$ cat src/rtl/riscv_str_ops_unit_if.sv
// Request/result bundle for the string-transform execution unit.
// The EX-stage side drives the request and result-accept signals (master);
// the unit drives readiness and the registered result (slave).

interface riscv_str_ops_unit_if #(
   parameter int WIDTH = 32,
   parameter int OP_W  = 3
);
   localparam int CNT_W = $clog2(WIDTH / 8 + 1);

   logic              enable_i;
   logic [OP_W-1:0]   operator_i;
   logic [WIDTH-1:0]  operand_i;
   logic              ready_o;
   logic              flush_i;
   logic [WIDTH-1:0]  result_o;
   logic [CNT_W-1:0]  changed_cnt_o;
   logic              nul_found_o;
   logic              valid_o;
   logic              result_ready_i;

   modport master (
      output enable_i,
      output operator_i,
      output operand_i,
      output flush_i,
      output result_ready_i,
      input  ready_o,
      input  result_o,
      input  changed_cnt_o,
      input  nul_found_o,
      input  valid_o
   );

   modport slave (
      input  enable_i,
      input  operator_i,
      input  operand_i,
      input  flush_i,
      input  result_ready_i,
      output ready_o,
      output result_o,
      output changed_cnt_o,
      output nul_found_o,
      output valid_o
   );
endinterface

$ cat src/rtl/riscv_str_ops_unit.sv
// Multi-cycle string-transform unit for the EX stage.
// A packed little-endian byte string (byte0 = first char) is rewritten in
// place LANES bytes per cycle (UPPER / LOWER / LEET / ROT13). Everything from
// the first NUL byte onward passes through untouched, and the unit reports how
// many bytes changed and whether a NUL was seen. The result is held until the
// consumer takes it; flush_i drops whatever is in flight.

module riscv_str_ops_unit #(
   parameter int                      WIDTH         = 32,
   parameter int                      LANES         = 1,
   parameter int                      STR_OP_WIDTH  = 3,
   parameter logic [STR_OP_WIDTH-1:0] STR_OP_UPPER  = 3'd0,
   parameter logic [STR_OP_WIDTH-1:0] STR_OP_LOWER  = 3'd1,
   parameter logic [STR_OP_WIDTH-1:0] STR_OP_LEET   = 3'd2,
   parameter logic [STR_OP_WIDTH-1:0] STR_OP_ROT13  = 3'd3
) (
   input logic                 clk,
   input logic                 rst_n,
   riscv_str_ops_unit_if.slave bus
);

   localparam int NBYTES = WIDTH / 8;
   localparam int BEATS  = NBYTES / LANES;
   localparam int BEAT_W = (BEATS > 1) ? $clog2(BEATS) : 1;
   localparam int CNT_W  = $clog2(NBYTES + 1);

   localparam logic [BEAT_W-1:0] BEAT_ONE  = BEAT_W'(1);
   localparam logic [BEAT_W-1:0] BEAT_LAST = BEAT_W'(BEATS - 1);
   localparam logic [CNT_W-1:0]  CNT_ONE   = CNT_W'(1);

   typedef enum logic [1:0] {
      ST_IDLE = 2'd0,
      ST_BUSY = 2'd1,
      ST_DONE = 2'd2
   } state_t;

   state_t                   state_r;
   state_t                   state_nxt_s;

   logic                     accept_s;
   logic                     last_beat_s;
   logic                     step_s;
   logic                     finish_s;
   logic                     ready_s;
   logic                     valid_s;

   logic [STR_OP_WIDTH-1:0]  op_r;
   logic [WIDTH-1:0]         data_r;
   logic [BEAT_W-1:0]        beat_r;
   logic [CNT_W-1:0]         cnt_r;
   logic                     nul_r;

   logic [WIDTH-1:0]         data_nxt_s;
   logic [CNT_W-1:0]         cnt_nxt_s;
   logic                     nul_nxt_s;
   logic [7:0]               lane_in_s;
   logic [7:0]               lane_out_s;

   logic                     ready_r;
   logic                     valid_r;
   logic [WIDTH-1:0]         result_r;
   logic [CNT_W-1:0]         cnt_out_r;
   logic                     nul_out_r;

   // Single-character rewrite; anything that is not a letter, or an unknown
   // operator, comes back unchanged.
   function automatic logic [7:0] xform_byte(input logic [STR_OP_WIDTH-1:0] op,
                                             input logic [7:0]              b);
      logic       is_lo;
      logic       is_up;
      logic [7:0] r;
      is_lo = (b >= 8'h61) && (b <= 8'h7A);
      is_up = (b >= 8'h41) && (b <= 8'h5A);
      r     = b;
      case (op)
         STR_OP_UPPER: begin
            if (is_lo) r = b - 8'h20;
            else       r = b;
         end
         STR_OP_LOWER: begin
            if (is_up) r = b + 8'h20;
            else       r = b;
         end
         STR_OP_LEET: begin
            case (b)
               8'h61, 8'h41: r = 8'h34;
               8'h65, 8'h45: r = 8'h33;
               8'h69, 8'h49: r = 8'h31;
               8'h6F, 8'h4F: r = 8'h30;
               8'h73, 8'h53: r = 8'h35;
               8'h74, 8'h54: r = 8'h37;
               default:      r = b;
            endcase
         end
         STR_OP_ROT13: begin
            if (is_lo)      r = (b < 8'h6E) ? (b + 8'd13) : (b - 8'd13);
            else if (is_up) r = (b < 8'h4E) ? (b + 8'd13) : (b - 8'd13);
            else            r = b;
         end
         default: r = b;
      endcase
      return r;
   endfunction

   assign accept_s    = (state_r == ST_IDLE) && bus.enable_i && ready_r && !bus.flush_i;
   assign last_beat_s = (beat_r == BEAT_LAST);

   // FSM state register.
   always_ff @(posedge clk or negedge rst_n) begin
      if (!rst_n) begin
         state_r <= ST_IDLE;
      end else begin
         state_r <= state_nxt_s;
      end
   end

   // FSM next state: flush wins over every other transition.
   always_comb begin
      state_nxt_s = state_r;
      if (bus.flush_i) begin
         state_nxt_s = ST_IDLE;
      end else begin
         case (state_r)
            ST_IDLE: begin
               if (accept_s) state_nxt_s = ST_BUSY;
               else          state_nxt_s = ST_IDLE;
            end
            ST_BUSY: begin
               if (last_beat_s) state_nxt_s = ST_DONE;
               else             state_nxt_s = ST_BUSY;
            end
            ST_DONE: begin
               if (bus.result_ready_i) state_nxt_s = ST_IDLE;
               else                    state_nxt_s = ST_DONE;
            end
            default: state_nxt_s = ST_IDLE;
         endcase
      end
   end

   // FSM outputs: datapath strobes and next values of the handshake flags.
   always_comb begin
      step_s   = 1'b0;
      finish_s = 1'b0;
      if ((state_r == ST_BUSY) && !bus.flush_i) begin
         step_s   = 1'b1;
         finish_s = last_beat_s;
      end else begin
         step_s   = 1'b0;
         finish_s = 1'b0;
      end
      ready_s = (state_nxt_s == ST_IDLE);
      valid_s = (state_nxt_s == ST_DONE);
   end

   // Rewrite the current beat's lanes; the NUL latch carries across lanes and beats.
   always_comb begin
      data_nxt_s = data_r;
      cnt_nxt_s  = cnt_r;
      nul_nxt_s  = nul_r;
      lane_in_s  = 8'h00;
      lane_out_s = 8'h00;
      for (int l = 0; l < LANES; l++) begin
         lane_in_s = data_r[(int'(beat_r) * LANES + l) * 8 +: 8];
         if (nul_nxt_s || (lane_in_s == 8'h00)) begin
            nul_nxt_s  = 1'b1;
            lane_out_s = lane_in_s;
         end else begin
            lane_out_s = xform_byte(op_r, lane_in_s);
         end
         data_nxt_s[(int'(beat_r) * LANES + l) * 8 +: 8] = lane_out_s;
         if (lane_out_s != lane_in_s) begin
            cnt_nxt_s = cnt_nxt_s + CNT_ONE;
         end else begin
            cnt_nxt_s = cnt_nxt_s;
         end
      end
   end

   // Working registers: capture the request on accept, advance one beat per BUSY cycle.
   always_ff @(posedge clk or negedge rst_n) begin
      if (!rst_n) begin
         op_r   <= '0;
         data_r <= '0;
         beat_r <= '0;
         cnt_r  <= '0;
         nul_r  <= 1'b0;
      end else if (accept_s) begin
         op_r   <= bus.operator_i;
         data_r <= bus.operand_i;
         beat_r <= '0;
         cnt_r  <= '0;
         nul_r  <= 1'b0;
      end else if (step_s) begin
         data_r <= data_nxt_s;
         beat_r <= beat_r + BEAT_ONE;
         cnt_r  <= cnt_nxt_s;
         nul_r  <= nul_nxt_s;
      end
   end

   // Registered outputs; the result set is loaded together with the final beat.
   always_ff @(posedge clk or negedge rst_n) begin
      if (!rst_n) begin
         ready_r   <= 1'b1;
         valid_r   <= 1'b0;
         result_r  <= '0;
         cnt_out_r <= '0;
         nul_out_r <= 1'b0;
      end else begin
         ready_r <= ready_s;
         valid_r <= valid_s;
         if (finish_s) begin
            result_r  <= data_nxt_s;
            cnt_out_r <= cnt_nxt_s;
            nul_out_r <= nul_nxt_s;
         end
      end
   end

   assign bus.ready_o       = ready_r;
   assign bus.valid_o       = valid_r;
   assign bus.result_o      = result_r;
   assign bus.changed_cnt_o = cnt_out_r;
   assign bus.nul_found_o   = nul_out_r;

endmodule

$ cat src/flat_wrapper.sv
// flat-port wrapper written by rule: the top's interface ports become plain ports
module riscv_str_ops_unit_flat 
#(
   parameter int                      WIDTH         = 32,
   parameter int                      LANES         = 1,
   parameter int                      STR_OP_WIDTH  = 3,
   parameter logic [STR_OP_WIDTH-1:0] STR_OP_UPPER  = 3'd0,
   parameter logic [STR_OP_WIDTH-1:0] STR_OP_LOWER  = 3'd1,
   parameter logic [STR_OP_WIDTH-1:0] STR_OP_LEET   = 3'd2,
   parameter logic [STR_OP_WIDTH-1:0] STR_OP_ROT13  = 3'd3
)
  (clk, rst_n, bus_enable_i, bus_operator_i, bus_operand_i, bus_flush_i, bus_result_ready_i, bus_ready_o, bus_result_o, bus_changed_cnt_o, bus_nul_found_o, bus_valid_o);
  riscv_str_ops_unit_if #(.WIDTH(WIDTH), .OP_W(3)) bus_i ();
  input logic clk;
  input logic rst_n;
  input wire logic [$bits(bus_i.enable_i)-1:0] bus_enable_i;
  input wire logic [$bits(bus_i.operator_i)-1:0] bus_operator_i;
  input wire logic [$bits(bus_i.operand_i)-1:0] bus_operand_i;
  input wire logic [$bits(bus_i.flush_i)-1:0] bus_flush_i;
  input wire logic [$bits(bus_i.result_ready_i)-1:0] bus_result_ready_i;
  output wire logic [$bits(bus_i.ready_o)-1:0] bus_ready_o;
  output wire logic [$bits(bus_i.result_o)-1:0] bus_result_o;
  output wire logic [$bits(bus_i.changed_cnt_o)-1:0] bus_changed_cnt_o;
  output wire logic [$bits(bus_i.nul_found_o)-1:0] bus_nul_found_o;
  output wire logic [$bits(bus_i.valid_o)-1:0] bus_valid_o;
  assign bus_i.enable_i = bus_enable_i;
  assign bus_i.operator_i = bus_operator_i;
  assign bus_i.operand_i = bus_operand_i;
  assign bus_i.flush_i = bus_flush_i;
  assign bus_i.result_ready_i = bus_result_ready_i;
  assign bus_ready_o = bus_i.ready_o;
  assign bus_result_o = bus_i.result_o;
  assign bus_changed_cnt_o = bus_i.changed_cnt_o;
  assign bus_nul_found_o = bus_i.nul_found_o;
  assign bus_valid_o = bus_i.valid_o;
  riscv_str_ops_unit #(.WIDTH(WIDTH), .LANES(LANES), .STR_OP_WIDTH(STR_OP_WIDTH), .STR_OP_UPPER(STR_OP_UPPER), .STR_OP_LOWER(STR_OP_LOWER), .STR_OP_LEET(STR_OP_LEET), .STR_OP_ROT13(STR_OP_ROT13)) u_core (.clk(clk), .rst_n(rst_n), .bus(bus_i));
endmodule
$ cat config.mk
export PLATFORM = sky130hd
export DESIGN_NAME = riscv_str_ops_unit_flat
export DESIGN_NICKNAME = d
export VERILOG_FILES = /design/src/rtl/riscv_str_ops_unit_if.sv /design/src/rtl/riscv_str_ops_unit.sv /design/src/flat_wrapper.sv
export SDC_FILE = /design/constraint.sdc
export NUM_CORES = 1
export LEC_CHECK = 0
export CAP_MARGIN = 5
export CORE_MARGIN = 3
export CORE_UTILIZATION = 50
export DETAILED_ROUTE_END_ITERATION = 10
export PLACE_DENSITY = 0.75
export SETUP_SLACK_MARGIN = 0.5
export SYNTH_ARGS = -nofsm -noshare
export SYNTH_HDL_FRONTEND = slang
export SYNTH_SLANG_ARGS = --single-unit
$ cat constraint.sdc
create_clock -name clk -period 3.95 [get_ports clk]
set_input_delay 0.79 -clock clk [delete_from_list [all_inputs] [get_ports clk]]
set_output_delay 0.79 -clock clk [all_outputs]
set_load 0.01 [all_outputs]
==> reports/results.ini <==
[clock_network]
cts_tree = yes
clkSinkCount = 81
cts_buffers = 9
clock_latency_ns = 0.36
htree_levels = 3
clock_path_buffers = 2
clk_pin_slew_worst_paths_ns = 0.09
cts-root-buf = clkbuf_8
postCtsHoldBufs = 0

[critical_path]
cp_cell_sequence = buf_6, buf_12, mux4_2, buf_6, or3b_4, nor3_4, nor3_4, o221ai_2, o211ai_1, and4b_2, a21o_1, mux2_4
worst_ep_arrival_time_ns = 3.63
r2r_cells = 12
crit_fanout = 7
cpMaxStageDelayCell = mux4_2
crit_buf_inv = 3
required_ns = 4.20
rrSetupSlack_ns = 0.58
crit-reg2reg-capture = u_core.cnt_r[0]
critPathLaunch = u_core.beat_r[0]
setup.worst_path.class = flop to flop
cpPeakStageDelay_ns = 0.61
end_kind = flop
critPathTopFamily = simple AND/OR/NAND/NOR gates
reg2reg_from = u_core.beat_r[0]
startpoint_type = flop

[grt]
grt_use_total_pct = 29.7
grt_pass1_wl_um = 26200
grt.busiest_layer = met2
gr-usage-met1_pct = 40.6
grt_max_degree = 82
grt-ovfl-total = 0
use_met2_pct = 48.6
globalRouteMet3Util_pct = 5.71
grt_pass1_vias = 4795
antenna_found_initial = 1

[power_and_ir_drop]
leakagePower_nw = 2.84
vdd_ir_drop_max_uv = 264
finalPower_mw = 4.43
power.density_cell_area_nw_per_um2 = 669

[routing]
route.vias.total = 5023
drcViolationCount = 0
drtIter0Drc = 559
wire_per_inst_um = 21.5
routed_wl_um = 16900
firstDrtPassIters = 5
antenna_left = 0
viasPerCell = 6.42

[timing]
min_period_over_period_pct = 85.4
drv_slew = 0
setup_violations = 0
finalClockSkew_ns = 0.0188
timing.fmax_mhz = 296
grt_setup_unrepaired = yes
min_period_ns = 3.37
relSlewSlack_pct = 24.3
tightest_slew_ns = 1.12
tns_ns = 0
hold_viol = 0

[cells_and_area]
final_nets = 704
drive_above_1_share_pct = 20.2
fillCellCount = 747
area_delta_synth_final_pct = 32.3
antennaDiodeCount = 0

[logic_synthesis]
synth_area_um2 = 5010
yosysUniqueCellTypes = 76
yosys.area.top_type = dfrtp_1
ys_ff_latch = 81
synth.avg_cell_area_um2 = 9.34
yosysSeqAreaShare_pct = 40.5
synth_edf_count = 0
synthTopCellsByArea = dfrtp_1 40%, o21ai_0 5.0%, a22oi_1 4.8%
yosys_warnings = 0
synth_top_area_share_pct = 40.0
synth_flop_cell = dfrtp_1
synth.top_cells.by_count = 80 x dfrtp_1, 50 x o21ai_0, 48 x nor2_1
async_reset_ff_share_pct = 100
syn_inst = 536
yosysMostFrequentCell = dfrtp_1
synth_nets = 591

[die]
pin_count = 78
die_x_um = 106
dieHeight_um = 106
fp-row-count = 35
initial_utilization_pct = 52.7
core_um2 = 9500
dieArea_um2 = 11200

[outcome]
run_status = finished clean

[placement]
place_congestion = 0.913
numPortBuffers = 77
dp_hpwl_um = 11500

[worst_hold_path]
min_path_type = flop to flop
hp-start = u_core.bus.changed_cnt_o[0]
hold_path_end = u_core.bus.changed_cnt_o[0]
hold_path_depth = 2

[job]
drv_cap = 0

-- how the worst max path moves through the flow --
stage          slack [ns]  cells past startpoint                          end
2_1_floorplan        0.53                     15      u_core.bus.result_o[12]
3_3_place_gp         0.41                     12      u_core.bus.result_o[12]
3_5_place_dp         0.28                     12      u_core.bus.result_o[28]
4_1_cts              0.52                     10      u_core.bus.result_o[11]
5_1_grt              0.45                     12  u_core.bus.changed_cnt_o[2]
6_report             0.58                     12              u_core.cnt_r[0]
-- routing by layer --
layer | part of all wire, % | up-vias
li1 | - | 2254
met1 | 40 | 2428
met2 | 48 | 291
met3 | 9.5 | 48
met4 | 3.0 | 2
met5 | 0.065 | -
-- worst reg2reg max path: cells and delay by family (launching register included) --
kind / cells / cell delay, ns
compound gates: 3 / 0.48
mux: 2 / 0.86
flops: 1 / 0.45
simple gates: 4 / 1.05
buf+inv: 3 / 0.44
-- placed cells by master, fill, tap and decap left out, types with 13 or more instances in the layout --
master	synthesis	routed
a21oi_1	37	37
inv_1	21	18
clkdlybuf4s50_1	0	76
ha_1	15	13
nand2_1	44	44
and3_1	18	18
dfrtp_1	80	79
nor2_1	48	46
o21ai_0	50	48
buf_4	1	47
a22oi_1	32	31
-- logic make-up after synthesis --
group	after synthesis	share of synthesized area, %
AND/OR/NAND/NOR	167	16.9
flip-flops	81	40.5
buffers and inverters	52	4.92
adder cells (fa/ha/maj)	15	3.75
AO/OA/AOI/OAI	198	26.6
XOR/XNOR	1	0.175
multiplexers	22	7.10
-- metrics by stage --
stage / utilization [%] / setup slack [ns] / cells / hold slack, ns / cell area, um^2
2_1_floorplan: - / 0.533 / 536 / 0.470 / 5010
3_3_place_gp: 63.1 / 0.413 / 739 / 0.463 / 5990
3_5_place_dp: 63.1 / 0.279 / 739 / 0.469 / 5990
4_1_cts: 65.9 / 0.522 / 763 / 0.491 / 6260
5_1_grt: 69.7 / 0.449 / 783 / 0.531 / 6620
6_report: 69.7 / 0.575 / 783 / 0.489 / 6620
-- registers in the layout, indices dropped and copies added (netlist names) --
register                  flops
u_core.bus.valid_o            1
u_core.cnt_r                  3
u_core.bus.ready_o            1
u_core.data_r                32
u_core.beat_r                 2
u_core.nul_r                  1
u_core.bus.nul_found_o        1
u_core.state_r                2
u_core.bus.changed_cnt_o      3
u_core.op_r                   3
u_core.bus.result_o          32
-- layout make-up --
cell class / instances / area (um^2) / area share, %
Clock inverter: 5 / 53.8 / 0.812
Timing Repair Buffer: 131 / 1240 / 18.7
Inverter: 21 / 83.8 / 1.27
Multi-Input combinational cell: 405 / 2920 / 44.0
Clock buffer: 11 / 141 / 2.13
Sequential cell: 81 / 2030 / 30.6
Tap cell: 129 / 161 / 2.44
-- report_power, final --
group | leakage, nW | internal, mW | switching (mW)
clock | 0.103 | 0.309 | 0.313
sequential | 1.06 | 0.991 | 0.197
combinational | 1.67 | 1.18 | 1.44
-- timing repair --
action | 4_1_cts | 5_1_grt
gates resized for setup | 5 | 42
endpoints found under the setup margin | 46 | 53
setup buffers | 7 | 18
endpoints found under the hold margin | 0 | 0
cloned | 1 | 2
pin swaps | 0 | 12
No activity file was read; power rests on OpenSTA's default activity.
